==> src/rtl/demux4_reg.sv <==
// demux4_reg: registered 1-to-4 demultiplexer with valid/ready handshakes.
// A single producer stream is steered, beat by beat, into one of four
// one-entry output registers selected by in_sel. Each channel stalls only
// the beats addressed to it, and a full channel can drain and refill in
// the same cycle for one beat per cycle per channel.
module demux4_reg #(
    parameter int WIDTH = 8
) (
    input  logic             clk,
    input  logic             rst,
    input  logic             in_valid,
    output logic             in_ready,
    input  logic [WIDTH-1:0] in_data,
    input  logic [1:0]       in_sel,
    output logic [3:0]       out_valid,
    input  logic [3:0]       out_ready,
    output logic [WIDTH-1:0] out_data0,
    output logic [WIDTH-1:0] out_data1,
    output logic [WIDTH-1:0] out_data2,
    output logic [WIDTH-1:0] out_data3,
    output logic [7:0]       xfer_cnt
);

    // Channel select to one-hot destination mask.
    function automatic logic [3:0] sel_to_onehot(input logic [1:0] sel);
        logic [3:0] mask;
        case (sel)
            2'd0:    mask = 4'b0001;
            2'd1:    mask = 4'b0010;
            2'd2:    mask = 4'b0100;
            2'd3:    mask = 4'b1000;
            default: mask = 4'b0000;
        endcase
        return mask;
    endfunction

    logic [3:0]       r_valid;
    logic [WIDTH-1:0] r_data [4];
    logic [7:0]       r_cnt;

    logic [3:0]       w_sel_mask;
    logic [3:0]       w_chan_ready;
    logic             w_in_ready;
    logic             w_accept;
    logic [3:0]       w_load;
    logic [3:0]       w_drain;
    logic [3:0]       w_valid_nxt;

    // Handshake decode: a channel can take a beat when it is empty or is
    // being drained this cycle; in_ready depends only on in_sel/out_ready.
    always_comb begin
        w_sel_mask   = sel_to_onehot(in_sel);
        w_chan_ready = ~r_valid | out_ready;
        w_in_ready   = |(w_sel_mask & w_chan_ready);
        w_accept     = in_valid & w_in_ready;
        if (w_accept) begin
            w_load = w_sel_mask;
        end else begin
            w_load = 4'b0000;
        end
        w_drain     = r_valid & out_ready;
        // A load wins over a drain on the same channel, keeping it full.
        w_valid_nxt = w_load | (r_valid & ~w_drain);
    end

    // Channel occupancy flags.
    always_ff @(posedge clk or posedge rst) begin
        if (rst) begin
            r_valid <= 4'b0000;
        end else begin
            r_valid <= w_valid_nxt;
        end
    end

    // Channel holding registers: loaded only on an accepted beat to that
    // channel, otherwise they keep their last word (also after a drain).
    always_ff @(posedge clk or posedge rst) begin
        if (rst) begin
            for (int k = 0; k < 4; k++) begin
                r_data[k] <= '0;
            end
        end else begin
            for (int k = 0; k < 4; k++) begin
                if (w_load[k]) begin
                    r_data[k] <= in_data;
                end else begin
                    r_data[k] <= r_data[k];
                end
            end
        end
    end

    // Accepted-beat counter, wraps modulo 256.
    always_ff @(posedge clk or posedge rst) begin
        if (rst) begin
            r_cnt <= 8'd0;
        end else if (w_accept) begin
            r_cnt <= r_cnt + 8'd1;
        end else begin
            r_cnt <= r_cnt;
        end
    end

    assign in_ready  = w_in_ready;
    assign out_valid = r_valid;
    assign out_data0 = r_data[0];
    assign out_data1 = r_data[1];
    assign out_data2 = r_data[2];
    assign out_data3 = r_data[3];
    assign xfer_cnt  = r_cnt;

endmodule

==> config.mk <==
export PLATFORM = sky130hd
export DESIGN_NAME = demux4_reg
export DESIGN_NICKNAME = d
export VERILOG_FILES = /design/src/rtl/demux4_reg.sv
export SDC_FILE = /design/constraint.sdc
export NUM_CORES = 1
export LEC_CHECK = 0
export BUFFER_PORTS_ARGS = -buffer_cell sky130_fd_sc_hd__buf_2
export CAP_MARGIN = 15
export CORE_UTILIZATION = 44
export CTS_BUF_LIST = sky130_fd_sc_hd__clkbuf_4 sky130_fd_sc_hd__clkbuf_8 sky130_fd_sc_hd__clkbuf_16
export DETAILED_ROUTE_END_ITERATION = 7
export GPL_TIMING_DRIVEN = 0
export PLACE_DENSITY = 0.75
export SYNTH_ARGS = -nofsm -noshare
export SYNTH_HDL_FRONTEND = slang
export SYNTH_SLANG_ARGS = --single-unit
==> constraint.sdc <==
create_clock -name clk -period 1.4 [get_ports clk]
set_input_delay 0.14 -clock clk [delete_from_list [all_inputs] [get_ports clk]]
set_output_delay 0.14 -clock clk [all_outputs]
set_load 0.05 [all_outputs]
==> out/metrics.yaml <==
max_stage_delay_ns: 0.50
leakagePower_nw: 1.194
hpwlAfterDp_mm: 2.574
finalPower_mw: 4.769
antenna_found_initial: 0
fillers: 303
hold_class: "input pin to async pin"
async_reset_ff_frac: 1.000
grt_pass1_vias: 1259
num_rows: 22
final_hold_viol_count: 0
r2r-end: "xfer_cnt[1]"
tightest_slew_ns: 0.8669
period_share: 1.121
setup.worst_path.end_class: "flip-flop"
grt_pass1_wl_mm: 5.816
register_area_sq_mm: 0.001106
syn_to_final_growth_pct: 36.51
cts_buffers: 5
grt_max_degree: 45
nets: 209
ioPinCount: 62
start_util: 0.4698
port_buffers: 61
yosysTopAreaCellShare: 0.6215
die_y_microns: 65.46
synthCells: 116
ys_top_cells_by_area: "dfrtp_1 (62%), mux2_2 (17%), xnor2_1 (3.5%)"
synth-main-ff-cell: "dfrtp_1"
drv_slew: 0
wirelength_mm: 3.610
ys_ff_latch: 44
cap_viol_max_count: 0
place_area_sq_mm: 0.002175
overflow: 0
cp-start-kind: "flip-flop"
placed_cells: 225
grt_usage: 0.1835
rr_startpoint: "out_valid[0]"
stdcell_count: 240
clk_latency_ns: 0.29
timing.setup.tns_ns: -1.102
multi_input_area_sq_um: 728.2
rsz0062_at_grt: "true"
path_max_fanout: 3
ys_seq_area_frac: 0.6215
cts-root-buf: "clkbuf_8"
first_pass_iters: 3
ctsHtreeMaxLevel: 2
finalSetupViolations: 8
place_congestion: 0.7203
final_area_sq_mm: 0.002419
status: "complete, but fails checks"
mostFrequentLayoutCell: "buf_2"
yosysWarnings: 0
via_count: 1216
r2r_cells: 5
dieWidth_microns: 65.46
initialDrtViolationCount: 35
reg2reg_slack_ns: -0.17
fin_ws_ns: -0.1691
synth_top_area_cell: "dfrtp_1"
fmax_mhz: 637.3
cpMaxStageDelayCell: "mux4_2"
finalCriticalPeriod_ns: 1.569
clock_sinks: 44
netlist_area_sq_mm: 0.001772
drive_gt1_frac: 0.6563
path_clk_slew_ns: 0.08
cp.required_ns: 1.58
ant_nets: 0
clock_path_buffers: 2
wl_per_cell_microns: 15.04
p_per_area_mw_per_mm2: 1972
diodes: 0
ir_worst_vdd_v: 0.001217
cts_tree: "done"
drc: 0
avgSynthCellArea_sq_um: 15.27
path_cells: "nand2b_4 -> mux4_2 -> buf_6 -> nand2_4 -> mux2_4"
final_cell_mix: "buf_2 (60), dfrtp_1 (40), mux2_2 (21)"
cts_hold_buffers: 0
die-area_sq_mm: 0.004284
core_area_sq_mm: 0.003771
avgViaCountPerCell: 5.067
worstPathArrival_ns: 1.75
synthesis.nets: 134
holdWs_ns: 0.02606
violations: "setup timing"
worst-setup-path-type: "flip-flop to flip-flop"
skew_ns: 0.001547
yosysUniqueCellTypes: 22
synth-edff-count: 0
max_slew_margin: 0.4212
## worst max-delay path, delay by kind of cell, from the launching register on
kind                   cells  cell delay [ns]
buffers and inverters      1             0.16
flip-flops                 1             0.39
multiplexers               2             0.79
AND/OR/NAND/NOR            2             0.13
## per-layer routing
metal	track usage	wire [microns]	vias to the layer above
met5	0	0	-
met4	0.04076	17	0
met3	0.06076	181	2
met2	0.3170	1943	39
met1	0.2215	1468	623
li1	-	-	552
## through the flow
stage	util	worst slack [ns]
after floorplan	-	-0.4387
after global placement	0.5766	-0.3200
after detailed placement	0.5766	-0.1985
after CTS	0.6208	-0.1765
after global routing	0.6413	-0.2040
final	0.6413	-0.1691
## layout make-up
| type | count | share of cell area |
|---|---|---|
| inverter | 2 | 0.003104 |
| tap | 48 | 0.02483 |
| buffer | 2 | 0.007760 |
| clock buffer | 7 | 0.03983 |
| clock inverter | 1 | 0.01242 |
| sequential | 44 | 0.4573 |
| multi-input combinational | 68 | 0.3011 |
| timing repair buffer | 68 | 0.1536 |
## kinds of logic (layout without fill, tap and decap cells)
| kind of cell | Yosys count | count (layout) | synth area share |
|---|---|---|---|
| DFF | 44 | 44 | 0.6215 |
| xor gates and xnor gates | 7 | 7 | 0.03461 |
| muxes | 34 | 34 | 0.2246 |
| buffers and inverters | 4 | 80 | 0.009889 |
| and+or+nand+nor | 25 | 25 | 0.09959 |
| adders and majority gates | 1 | 1 | 0.007061 |
| AOI/OAI and AO/OA | 1 | 1 | 0.002822 |
## cells in the mapped netlist (2+ instances only)
| master | number |
|---|---|
| and3_1 | 3 |
| nand4_1 | 2 |
| xnor2_1 | 7 |
| nand3_1 | 4 |
| nand2b_4 | 3 |
| mux2_2 | 27 |
| mux2_1 | 5 |
| inv_1 | 2 |
| dfrtp_1 | 44 |
| nand2_1 | 6 |
| buf_2 | 2 |
## power by group
| group | switching [mW] | internal [mW] | total, mW |
|---|---|---|---|
| sequential | 0.220 | 1.57 | 1.79 |
| combinational | 1.39 | 0.554 | 1.95 |
| clock | 0.402 | 0.629 | 1.03 |
## registers in the layout, summed over array words and instances, names as in the netlist
register	cells
out_data2	8
out_data3	8
out_valid	4
xfer_cnt	8
out_data0	8
out_data1	8
## how the worst max path moves through the flow
stage / start / end / slack, ns / cells after the start
5_1_grt: out_valid[2] / xfer_cnt[1] / -0.20 / 5
3_3_place_gp: rst / out_valid[0] / -0.32 / 2
4_1_cts: out_valid[3] / in_ready / -0.18 / 3
6_report: out_valid[0] / xfer_cnt[1] / -0.17 / 5
2_1_floorplan: out_valid[1] / xfer_cnt[1] / -0.44 / 4
3_5_place_dp: out_valid[1] / out_data1[0] / -0.20 / 3
## what timing repair did
item	in CTS	in global routing
pin swaps	0	4
setup endpoints to repair	10	16
resized for setup	1	15
setup buffers	5	2
Note: power is estimated with default switching activity, not from simulation.
